### src/rtl/multicycle_ctrl_if.sv
// Unified memory-port handshake between the multi-cycle control FSM and the memory.
// The controller drives request/write/address-select; the memory answers with ready.
interface multicycle_ctrl_if;
    logic mem_req;
    logic mem_we;
    logic adr_src;
    logic mem_ready;

    modport master (
        output mem_req,
        output mem_we,
        output adr_src,
        input  mem_ready
    );

    modport slave (
        input  mem_req,
        input  mem_we,
        input  adr_src,
        output mem_ready
    );
endinterface

### src/rtl/multicycle_ctrl.sv
// Main control FSM of the multi-cycle RV32I datapath (lw, sw, OP-IMM, OP, branches).
// Optional feature: define ILLEGAL_TRAP_EN to trap unsupported opcodes in a sticky TRAP state.
module multicycle_ctrl #(
    parameter int MEM_TIMEOUT = 255
) (
    input  logic                    clk,
    input  logic                    rst_n,
    input  logic [6:0]              opcode,
    multicycle_ctrl_if.master       mem,
    output logic                    pc_write,
    output logic                    branch,
    output logic                    ir_write,
    output logic                    reg_write,
    output logic [1:0]              alu_src_a,
    output logic [1:0]              alu_src_b,
    output logic [1:0]              alu_op,
    output logic [1:0]              result_src,
    output logic                    instr_retired,
    output logic                    bus_err,
    output logic                    illegal
);

    localparam int CNT_W = ($clog2(MEM_TIMEOUT + 1) > 8) ? $clog2(MEM_TIMEOUT + 1) : 8;

    localparam logic [6:0] OPC_LOAD   = 7'b0000011;
    localparam logic [6:0] OPC_STORE  = 7'b0100011;
    localparam logic [6:0] OPC_OPIMM  = 7'b0010011;
    localparam logic [6:0] OPC_OP     = 7'b0110011;
    localparam logic [6:0] OPC_BRANCH = 7'b1100011;

    typedef enum logic [3:0] {
        S_IDLE,
        S_FETCH,
        S_DECODE,
        S_MEMADR,
        S_MEMRD,
        S_MEMWB,
        S_MEMWR,
        S_EXEC_R,
        S_EXEC_I,
        S_ALUWB,
        S_BRANCH,
        S_TRAP
    } state_e;

    state_e             state_q, state_d;
    logic [CNT_W-1:0]   cnt_q, cnt_d;
    logic               req;
    logic               timeout;
    logic               mem_req_o, mem_we_o, adr_src_o;

    assign req     = (state_q == S_FETCH) || (state_q == S_MEMRD) || (state_q == S_MEMWR);
    // Completion has priority: the limit only fires while the memory is still not ready.
    assign timeout = (MEM_TIMEOUT != 0) && req && !mem.mem_ready
                     && (cnt_q == CNT_W'(MEM_TIMEOUT));

    assign mem.mem_req = mem_req_o;
    assign mem.mem_we  = mem_we_o;
    assign mem.adr_src = adr_src_o;

    always_ff @(posedge clk or negedge rst_n) begin
        if (!rst_n) begin
            state_q <= S_IDLE;
            cnt_q   <= '0;
        end else begin
            state_q <= state_d;
            cnt_q   <= cnt_d;
        end
    end

    always_comb begin
        state_d       = state_q;
        pc_write      = 1'b0;
        branch        = 1'b0;
        ir_write      = 1'b0;
        adr_src_o     = 1'b0;
        mem_req_o     = 1'b0;
        mem_we_o      = 1'b0;
        reg_write     = 1'b0;
        alu_src_a     = 2'b00;
        alu_src_b     = 2'b00;
        alu_op        = 2'b00;
        result_src    = 2'b00;
        instr_retired = 1'b0;
        bus_err       = 1'b0;
        illegal       = 1'b0;

        case (state_q)
            S_IDLE: state_d = S_FETCH;

            S_FETCH: begin
                mem_req_o  = 1'b1;
                alu_src_b  = 2'b10;
                result_src = 2'b10;
                if (mem.mem_ready) begin
                    pc_write = 1'b1;
                    ir_write = 1'b1;
                    state_d  = S_DECODE;
                end else if (timeout) begin
                    bus_err  = 1'b1;
                    state_d  = S_FETCH;
                end
            end

            S_DECODE: begin
                // Branch target (old PC + imm) is computed here into the ALU-out register.
                alu_src_a = 2'b01;
                alu_src_b = 2'b01;
                case (opcode)
                    OPC_LOAD, OPC_STORE: state_d = S_MEMADR;
                    OPC_OPIMM:           state_d = S_EXEC_I;
                    OPC_OP:              state_d = S_EXEC_R;
                    OPC_BRANCH:          state_d = S_BRANCH;
`ifdef ILLEGAL_TRAP_EN
                    default:             state_d = S_TRAP;
`else
                    default:             state_d = S_FETCH;
`endif
                endcase
            end

            S_MEMADR: begin
                alu_src_a = 2'b10;
                alu_src_b = 2'b01;
                state_d   = (opcode == OPC_LOAD) ? S_MEMRD : S_MEMWR;
            end

            S_MEMRD: begin
                mem_req_o = 1'b1;
                adr_src_o = 1'b1;
                if (mem.mem_ready) begin
                    state_d = S_MEMWB;
                end else if (timeout) begin
                    bus_err = 1'b1;
                    state_d = S_FETCH;
                end
            end

            S_MEMWB: begin
                result_src    = 2'b01;
                reg_write     = 1'b1;
                instr_retired = 1'b1;
                state_d       = S_FETCH;
            end

            S_MEMWR: begin
                mem_req_o = 1'b1;
                mem_we_o  = 1'b1;
                adr_src_o = 1'b1;
                if (mem.mem_ready) begin
                    instr_retired = 1'b1;
                    state_d       = S_FETCH;
                end else if (timeout) begin
                    bus_err = 1'b1;
                    state_d = S_FETCH;
                end
            end

            S_EXEC_R: begin
                alu_src_a = 2'b10;
                alu_op    = 2'b10;
                state_d   = S_ALUWB;
            end

            S_EXEC_I: begin
                alu_src_a = 2'b10;
                alu_src_b = 2'b01;
                alu_op    = 2'b10;
                state_d   = S_ALUWB;
            end

            S_ALUWB: begin
                reg_write     = 1'b1;
                instr_retired = 1'b1;
                state_d       = S_FETCH;
            end

            S_BRANCH: begin
                alu_src_a     = 2'b10;
                alu_op        = 2'b01;
                branch        = 1'b1;
                instr_retired = 1'b1;
                state_d       = S_FETCH;
            end

            S_TRAP: begin
`ifdef ILLEGAL_TRAP_EN
                illegal = 1'b1;
                state_d = S_TRAP;
`else
                state_d = S_IDLE;
`endif
            end

            default: state_d = S_IDLE;
        endcase

        // Wait counter restarts on any state change, including a timeout re-entering FETCH.
        cnt_d = cnt_q;
        if ((state_d != state_q) || timeout) begin
            cnt_d = '0;
        end else if (req && !mem.mem_ready && (cnt_q != {CNT_W{1'b1}})) begin
            cnt_d = cnt_q + 1'b1;
        end
    end

endmodule

### src/flat_wrapper.sv
// flat-port wrapper written by rule: the top's interface ports become plain ports
module multicycle_ctrl_flat 
#(
    parameter int MEM_TIMEOUT = 255
)
  (clk, rst_n, opcode, pc_write, branch, ir_write, reg_write, alu_src_a, alu_src_b, alu_op, result_src, instr_retired, bus_err, illegal, mem_mem_req, mem_mem_we, mem_adr_src, mem_mem_ready);
  multicycle_ctrl_if mem_i ();
  input  logic clk;
  input  logic rst_n;
  input  logic [6:0] opcode;
  output logic pc_write;
  output logic branch;
  output logic ir_write;
  output logic reg_write;
  output logic [1:0] alu_src_a;
  output logic [1:0] alu_src_b;
  output logic [1:0] alu_op;
  output logic [1:0] result_src;
  output logic instr_retired;
  output logic bus_err;
  output logic illegal;
  output wire logic [$bits(mem_i.mem_req)-1:0] mem_mem_req;
  output wire logic [$bits(mem_i.mem_we)-1:0] mem_mem_we;
  output wire logic [$bits(mem_i.adr_src)-1:0] mem_adr_src;
  input wire logic [$bits(mem_i.mem_ready)-1:0] mem_mem_ready;
  assign mem_mem_req = mem_i.mem_req;
  assign mem_mem_we = mem_i.mem_we;
  assign mem_adr_src = mem_i.adr_src;
  assign mem_i.mem_ready = mem_mem_ready;
  multicycle_ctrl #(.MEM_TIMEOUT(MEM_TIMEOUT)) u_core (.clk(clk), .rst_n(rst_n), .opcode(opcode), .mem(mem_i), .pc_write(pc_write), .branch(branch), .ir_write(ir_write), .reg_write(reg_write), .alu_src_a(alu_src_a), .alu_src_b(alu_src_b), .alu_op(alu_op), .result_src(result_src), .instr_retired(instr_retired), .bus_err(bus_err), .illegal(illegal));
endmodule
### config.mk
export PLATFORM = sky130hd
export DESIGN_NAME = multicycle_ctrl_flat
export DESIGN_NICKNAME = d
export VERILOG_FILES = /design/src/rtl/multicycle_ctrl_if.sv /design/src/rtl/multicycle_ctrl.sv /design/src/flat_wrapper.sv
export SDC_FILE = /design/constraint.sdc
export NUM_CORES = 1
export LEC_CHECK = 0
export CORE_MARGIN = 2
export CORE_UTILIZATION = 35
export CTS_CLUSTER_DIAMETER = 60
export DETAILED_ROUTE_END_ITERATION = 10
export PLACE_DENSITY = 0.67
export SYNTH_ARGS = -nofsm -noshare
export SYNTH_HDL_FRONTEND = slang
export SYNTH_SLANG_ARGS = --single-unit
### constraint.sdc
create_clock -name clk -period 1.9 [get_ports clk]
set_input_delay 0.38 -clock clk [delete_from_list [all_inputs] [get_ports clk]]
set_output_delay 0.38 -clock clk [all_outputs]
set_load 0.005 [all_outputs]
==> results by group, run 1 <==
Critical path
  • CP arrival: between 1.5 and 2 ns
  • Worst path top cell family by delay: simple AND/OR/NAND/NOR gates
  • Worst path cell trace: or3b_4 -> a211oi_4 -> nand2_2 -> buf_6 -> inv_2 -> buf_2
  • Worst EP required: around 1.5 ns
  • R2R Setup Slk: -0.21 ns
  • CP max stage cell: or3b_4
  • Critical path type: reg -> out
  • CP endpoint kind: output port
  • Maximum fanout along the worst path: 2
  • Startpoint types: flop
  • Buf/Inv on CP: 3
  • Largest stage delay on the critical path: around 0.42 ns

STA
  • RSZ-0062 raised after global routing: yes
  • Period utilization: 111%
  • Min Clock Period, post-route: about 2.1 ns
  • Fin Setup TNS: -1.85 ns
  • Final setup violation count: 14
  • Max Clk Rate: about 0.47 GHz
  • Final setup margin: -0.213 ns
  • Endpoints failing hold: 0
  • Worst slew pin tran: about 0.54 ns
  • Clk_skew: between 0.004 and 0.005 ns
  • Max Slew Vio Count: 0
  • Relative slew slack: 64.1%

Clocking
  • Clock transition at path regs: 0.08 ns
  • Clk_lat worst skew: roughly 0.28 ns
  • H-Tree Depth: 1
  • CTS tree: yes
  • Clock buffer count from CTS: 3
  • Longest Clk Path Bufs: 2
  • Root buffer cell: clkbuf_4
  • CTS sink count: 12

Floorplanning
  • Die Span X: roughly 58 um
  • Rows: 19
  • Die Area: 0.00331 mm^2
  • I/O Pins: 28
  • Core region area: between 0.002 and 0.003 mm^2
  • Die Y-Extent: roughly 58 um
  • Starting Density: roughly 37%

Yosys
  • Cells after Synth: between 100 and 150
  • Number of flops mapped to enable cells by yosys: 0
  • Top cells by area, synth: dfrtp_1 (30%), nand2_1 (4.1%), a21oi_1 (4.0%)
  • Largest family of logic cells by synthesized area: simple AND/OR/NAND/NOR gates
  • Synthesized cell area: ~0.001 mm^2
  • Count of different cell masters after synthesis: 45
  • Post-Syn Nets: around 130
  • Adder-cell share of the synthesized area: 1.25%
  • Top FF cell, synth: dfrtp_1
  • Multiplexer share of the synthesized area: 0%
  • XOR/XNOR share of the synthesized area: between 3 and 4%
  • Synth warn: 0
  • Post-synth top area share: ~30%
  • Post-synth top area cell: dfrtp_1
  • Post-Synth Simple-Gate Area: 33.2%
  • Syn_area_per_cell: 8.79 um^2
  • Synth Area in Compound Gates: between 20% and 30%
  • Sequential-to-total area share from yosys stat: approximately 30%
  • Synth async-reset ratio: between 90% and 100%
  • Seq cells post-synth: 12

Global routing
  • GRT Overall Usage: approximately a fifth
  • Largest net degree at the start of global routing: 13
  • Initial antenna violation count: 0
  • Vias in the first global route: 1,119
  • First-pass GRT wire length: ~5000 um
  • Total gr overflow: 0

Placement
  • Placed Area: 0.00144 mm^2
  • Placer Congestion: roughly 0.86
  • Detailed placement HPWL: 2120 um
  • Port buffer count: 26
  • Pre-CTS setup slack: -0.461 ns

Pwr
  • PD cells: between 1000 and 1500 mW/mm^2
  • Pleak: 0.839 nW
  • Power, Total: 2.68 mW
  • Peak supply drop: ~0.0012 V

Layout
  • Post-Route Utilization: between 60% and 70%
  • Area delta synth->final: 87.1%
  • Layout cells sized above 1: 57.7%
  • Layout Nets: approximately 190
  • N_diodes: 0
  • Post-route cell area: 0.00188 mm^2
  • Fill cells: 217

Run status
  • Status: finished with violations
  • Violated checks: negative setup slack

Flow run
  • # Max-Cap Violations: 0

Routing
  • Metal2 WL: approximately 1700 um
  • Final wirelength: between 3000 and 4000 um
  • Final ANT Viol Nets: 0
  • Post-route DRC violation count: 0
  • DR WL/cell: ~16 um
  • TritonRoute pass-1 iters: 4
  • DR WL met3: 182 um
  • Total number of vias: roughly 1,100
  • DR top layer: met4
  • DRT met1 WL: roughly 1300 um
  • Via/cell ratio: roughly 5.3
  • DRT iter0 DRCs: 20

Min path
  • Hold Path Class: in -> async
cells by family (layout without fill, tap and decap cells):
kind of cell,Yosys count,in the layout
simple gates,55,55
compound gates,28,28
buf+inv,13,81
flops,12,12
xor+xnor,4,4
fa+ha+maj,1,1
other cells,1,1
cell usage after synthesis, types with 2 or more instances:
master and number:
buf_4 4, or2b_1 2, o21ai_1 2, nor3b_2 2, or3_1 2, or3b_1 2, nand2_1 11, nor2_1 8
a21oi_1 8, nand2b_1 4, nand3b_1 2, dfrtp_1 12, and4bb_2 2, nor3_1 8, or2_1 2, o31ai_1 2
o21bai_1 2, o21ai_0 2, buf_1 2, inv_1 4, xnor2_1 3, nand3_1 4, clkbuf_1 2
layout by cell type, fill, tap and decap left out, types with 2 or more instances in the layout:
| cell type | count |
|---|---|
| buf_4 | 28 |
| buf_6 | 19 |
| dfrtp_1 | 11 |
| nand2_1 | 7 |
| clkdlybuf4s50_1 | 7 |
| clkbuf_2 | 7 |
| nor2_1 | 6 |
| nor3_2 | 6 |
| a21oi_1 | 5 |
| buf_2 | 4 |
| nand3_1 | 3 |
| o21ai_1 | 3 |
| a21oi_2 | 3 |
| nand2_2 | 3 |
| nor3_4 | 3 |
| xnor2_1 | 3 |
| clkbuf_4 | 3 |
| dlymetal6s2s_1 | 3 |
| or2b_1 | 2 |
| nand2b_4 | 2 |
| nor2_4 | 2 |
| inv_1 | 2 |
| nand3b_1 | 2 |
| and4bb_2 | 2 |
| o21bai_1 | 2 |
| or3_1 | 2 |
| or2_1 | 2 |
| nand2b_1 | 2 |
| dlygate4sd2_1 | 2 |
timing repair:
item / 4_1_cts / 5_1_grt
resized for setup: 67 / 52
pin swaps: 13 / 15
setup buffers: 15 / 9
endpoints found under the setup margin: 25 / 25
hold buffers: 0 / 0
per-layer routing:
layer	track usage (%)	up-vias
met5	0	-
met4	7.97	0
met3	2.04	9
met2	35.6	41
met1	22.0	523
li1	-	546
registers in the layout, summed over array words and instances (netlist names):
name and count:
u_core.cnt_q 8, u_core.state_q 4
power breakdown:
group,switching (mW),internal (mW)
sequential,0.0463,0.304
combinational,0.982,1.14
clock,0.0855,0.117
total,1.11,1.57
final timing paths:
path | end | depth (start not counted) | startpoint
setup / recovery | bus_err | 6 | u_core.state_q[2]$_DFF_PN0_
hold / removal | u_core.cnt_q[0]$_DFFE_PN0P_ | 1 | rst_n
setup reg to reg | u_core.cnt_q[5]$_DFFE_PN0P_ | 9 | u_core.state_q[2]$_DFF_PN0_
hold reg to reg | u_core.cnt_q[0]$_DFFE_PN0P_ | 1 | u_core.cnt_q[0]$_DFFE_PN0P_
max in group asynchronous | u_core.state_q[3]$_DFF_PN0_ | 1 | rst_n
min in group clk | u_core.cnt_q[0]$_DFFE_PN0P_ | 1 | u_core.cnt_q[0]$_DFFE_PN0P_
layout make-up:
type,count,area (um^2),share of cell area [%]
clock buffers,4,36.3,1.93
well taps,31,38.8,2.07
repair buffers,72,631,33.6
multi-input cells,89,840,44.8
inverters,5,28.8,1.53
flip-flops and latches,12,302,16.1
through the flow:
step / hold slack (ns) / instances
final: 0.451 / 213
after global routing: 0.481 / 213
after CTS: 0.465 / 204
after detailed placement: 0.463 / 188
after global placement: 0.463 / 188
after floorplan: 0.0844 / 114
Power figures use the tool's default switching activity.
==> run 2, diff against run 1 <==
Settings changed: CORE_ASPECT_RATIO set to 1.25.
==> run 2 against run 1 <==
The flow still finishes with violations (negative setup slack). First-iteration DRC count up 85%. Via count up 7.1%. Final area up 2.4%. Wire length up 12%. Die area about the same. Power up 4.4%. Sequential power about the same. Non-clock buffer count up 7. Critical path depth up 3. Largest power group unchanged.
==> results by group, run 2 (same netlist as run 1, synthesis figures left out) <==
Layout
  • Biggest regs: u_core.cnt_q x8, u_core.state_q x4 (unchanged)
  • Post-route cell area: 0.00192 mm^2 (was 0.00188 mm^2)
  • Most frequent cells in the layout: buf_4 (40), buf_6 (15), dfrtp_1 (11) (was buf_4 (28), buf_6 (19), dfrtp_1 (11))
  • Fin cells: 223 (was 213)
  • N_diodes: 0 (unchanged)
  • Area delta synth->final: 91.6% (was 87.1%)
  • Most common cell after layout, fill and taps aside: buf_4 (unchanged)
  • Max FFs per register: 8 (unchanged)
  • Layout cells sized above 1: 59.3% (was 57.7%)
  • Register with the most flip-flops: u_core.cnt_q (unchanged)
  • Layout Nets: 201 (was 194)

Run status
  • Status: finished with violations (unchanged)
  • Violated checks: negative setup slack (unchanged)

Critical path
  • Maximum fanout along the worst path: 7 (was 2)
  • Worst path cell trace: buf_6 -> or4b_4 -> clkinv_4 -> buf_6 -> a41oi_4 -> o32ai_4 -> o211ai_4 -> buf_12 -> nor3b_2 (was or3b_4 -> a211oi_4 -> nand2_2 -> buf_6 -> inv_2 -> buf_2)
  • Critical path type: reg -> reg (was reg -> out)
  • Largest stage delay on the critical path: 0.57 ns (was 0.42 ns)
  • CP endpoint kind: flop (was output port)
  • Worst EP required: 2.11 ns (was 1.52 ns)
  • Worst path top cell family by delay: simple AND/OR/NAND/NOR gates (unchanged)
  • Buf/Inv on CP: 4 (was 3)
  • CP max stage cell: or4b_4 (was or3b_4)
  • FF-to-FF path depth: 9 (unchanged)
  • CP dominant cell by count: buf_6
  • Startpoint types: flop (unchanged)
  • CP arrival: 2.29 ns (was 1.73 ns)
  • R2R Setup Slk: -0.18 ns (was -0.21 ns)
  • Crit path depth: 9 (was 6)

Global routing
  • Largest net degree at the start of global routing: 13 (unchanged)
  • Initial antenna violation count: 0 (unchanged)
  • First-pass GRT wire length: 5760 um (was 5010 um)
  • GRT Overall Usage: 23.0% (was 19.1%)
  • Total gr overflow: 0 (unchanged)
  • Vias in the first global route: 1,240 (was 1,119)

Routing
  • Final wirelength: 3730 um (was 3320 um)
  • DR WL/cell: 16.7 um (was 15.6 um)
  • Via/cell ratio: 5.38 (was 5.25)
  • TritonRoute pass-1 iters: 4 (unchanged)
  • Total number of vias: 1,199 (was 1,119)
  • Final ANT Viol Nets: 0 (unchanged)
  • Post-route DRC violation count: 0 (unchanged)
  • DRT iter0 DRCs: 37 (was 20)

Placement
  • Pre-CTS setup slack: -0.450 ns (was -0.461 ns)
  • Placed Area: 0.00152 mm^2 (was 0.00144 mm^2)
  • Post-Place Cells: 200 (was 188)
  • Detailed placement HPWL: 2160 um (was 2120 um)
  • Placer Congestion: 0.849 (was 0.863)
  • Port buffer count: 26 (unchanged)

STA
  • Worst slew pin tran: 0.521 ns (was 0.537 ns)
  • Endpoints failing hold: 0 (unchanged)
  • Period utilization: 110% (was 111%)
  • Worst Hold Slack: 0.435 ns (was 0.451 ns)
  • Max Slew Vio Count: 0 (unchanged)
  • Final setup margin: -0.185 ns (was -0.213 ns)
  • Final setup violation count: 13 (was 14)
  • RSZ-0062 raised after global routing: yes (unchanged)
  • Max Clk Rate: 0.480 GHz (was 0.473 GHz)
  • Clk_skew: 0.00775 ns (was 0.00484 ns)
  • Min Clock Period, post-route: 2.08 ns (was 2.11 ns)
  • Relative slew slack: 65.2% (was 64.1%)

Pwr
  • PD cells: 1460 mW/mm^2 (was 1430 mW/mm^2)
  • P_sw: 1.22 mW (was 1.11 mW)
  • Peak supply drop: 0.000962 V (was 0.00117 V)
  • Pleak: 0.848 nW (was 0.839 nW)
  • Internal power: 1.58 mW (was 1.57 mW)
  • Combinational power share: 80.2% (was 79.4%)
  • Flop pwr share: 12.4% (was 13.1%)
  • Power share of the clock group: 7.4% (was 7.5%)
  • Power, Total: 2.80 mW (was 2.68 mW)
  • Sw Ratio: 43.6% (was 41.6%)

Clocking
  • Clk_lat worst skew: 0.28 ns (about the same)
  • CTS tree: yes (unchanged)
  • Clock transition at path regs: 0.08 ns (about the same)
  • Number of hold buffers added after cts: 0 (unchanged)
  • Longest Clk Path Bufs: 2 (unchanged)
  • CTS sink count: 12 (unchanged)
  • Root buffer cell: clkbuf_4 (unchanged)
  • H-Tree Depth: 1 (unchanged)
  • Clock buffer count from CTS: 3 (unchanged)

Floorplanning
  • Starting Density: 37.0% (was 36.7%)
  • Die Span X: 51.9 um (was 57.5 um)
  • I/O Pins: 28 (unchanged)
  • Die Y-Extent: 63.8 um (was 57.5 um)
  • Core region area: 0.00271 mm^2 (was 0.00273 mm^2)
  • Die Area: 0.00331 mm^2 (about the same)
  • Rows: 21 (was 19)

Flow run
  • # Max-Cap Violations: 0 (unchanged)

Min path
  • Hold Path Class: in -> async (unchanged)
[run 2: power groups by stage]
stage	Sequential, mW	Combinational, mW	Clock (mW)
floorplan	0.338	0.726	0
global placement	0.338	1.38	0
detailed placement	0.340	1.41	0
CTS	0.342	1.88	0.209
global route	0.355	2.38	0.225
finish	0.347	2.24	0.206
[run 2: worst register-to-register path, stage by stage, from the launching register on]
cell,delay (ns)
dfrtp_1,0.39
buf_6,0.14
or4b_4,0.57
clkinv_4,0.07
buf_6,0.10
a41oi_4,0.09
o32ai_4,0.19
o211ai_4,0.14
buf_12,0.17
nor3b_2,0.16
[run 2: per-layer routing]
metal  share of wire (%)  track usage [%]  vias to the layer above  routed length (um)
met5                   0                0                        -                   0
met4                 3.9             12.5                        0                 146
met3                 4.5             1.40                       13                 169
met2                  56             42.4                       48                2100
met1                  35             25.1                      575                1320
li1                    -                -                      563                   -
[run 2: worst paths after layout]
| check | to | start |
|---|---|---|
| min in group clk | u_core.cnt_q[0]$_DFFE_PN0P_ | u_core.cnt_q[0]$_DFFE_PN0P_ |
| worst min register to register | u_core.cnt_q[0]$_DFFE_PN0P_ | u_core.cnt_q[0]$_DFFE_PN0P_ |
| worst max-delay path | u_core.cnt_q[6]$_DFFE_PN0P_ | u_core.state_q[2]$_DFF_PN0_ |
| max in group asynchronous | u_core.state_q[3]$_DFF_PN0_ | rst_n |
| worst max register to register | u_core.cnt_q[6]$_DFFE_PN0P_ | u_core.state_q[2]$_DFF_PN0_ |
| worst min-delay path | u_core.cnt_q[5]$_DFFE_PN0P_ | rst_n |
[run 2: what timing repair did]
action | in CTS | in global routing
pin swaps | 20 | 11
buffers inserted | 23 | 4
gates resized for setup | 79 | 43
endpoints found under the setup margin | 25 | 27
[run 2: final cells by class]
type | instances | area [um^2]
multi-input combinational | 89 | 862
timing repair buffer | 79 | 654
tap | 34 | 42.5
fill | 185 | 786
clock buffer | 4 | 36.3
inverter | 5 | 23.8
sequential | 12 | 302
[run 2: through the flow]
stage | TNS (ns) | util (%)
floorplan | 0 | -
global placement | -4.87 | 56.0
detailed placement | -5.45 | 56.0
CTS | -1.51 | 68.1
global route | -2.69 | 71.0
finish | -1.57 | 71.0
==> run 3, diff against run 2 <==
Settings changed: CTS_CLUSTER_DIAMETER 60 to 200.
==> results of run 3 <==
Same layout as run 2: the final DEF is identical, and so are final timing and power.
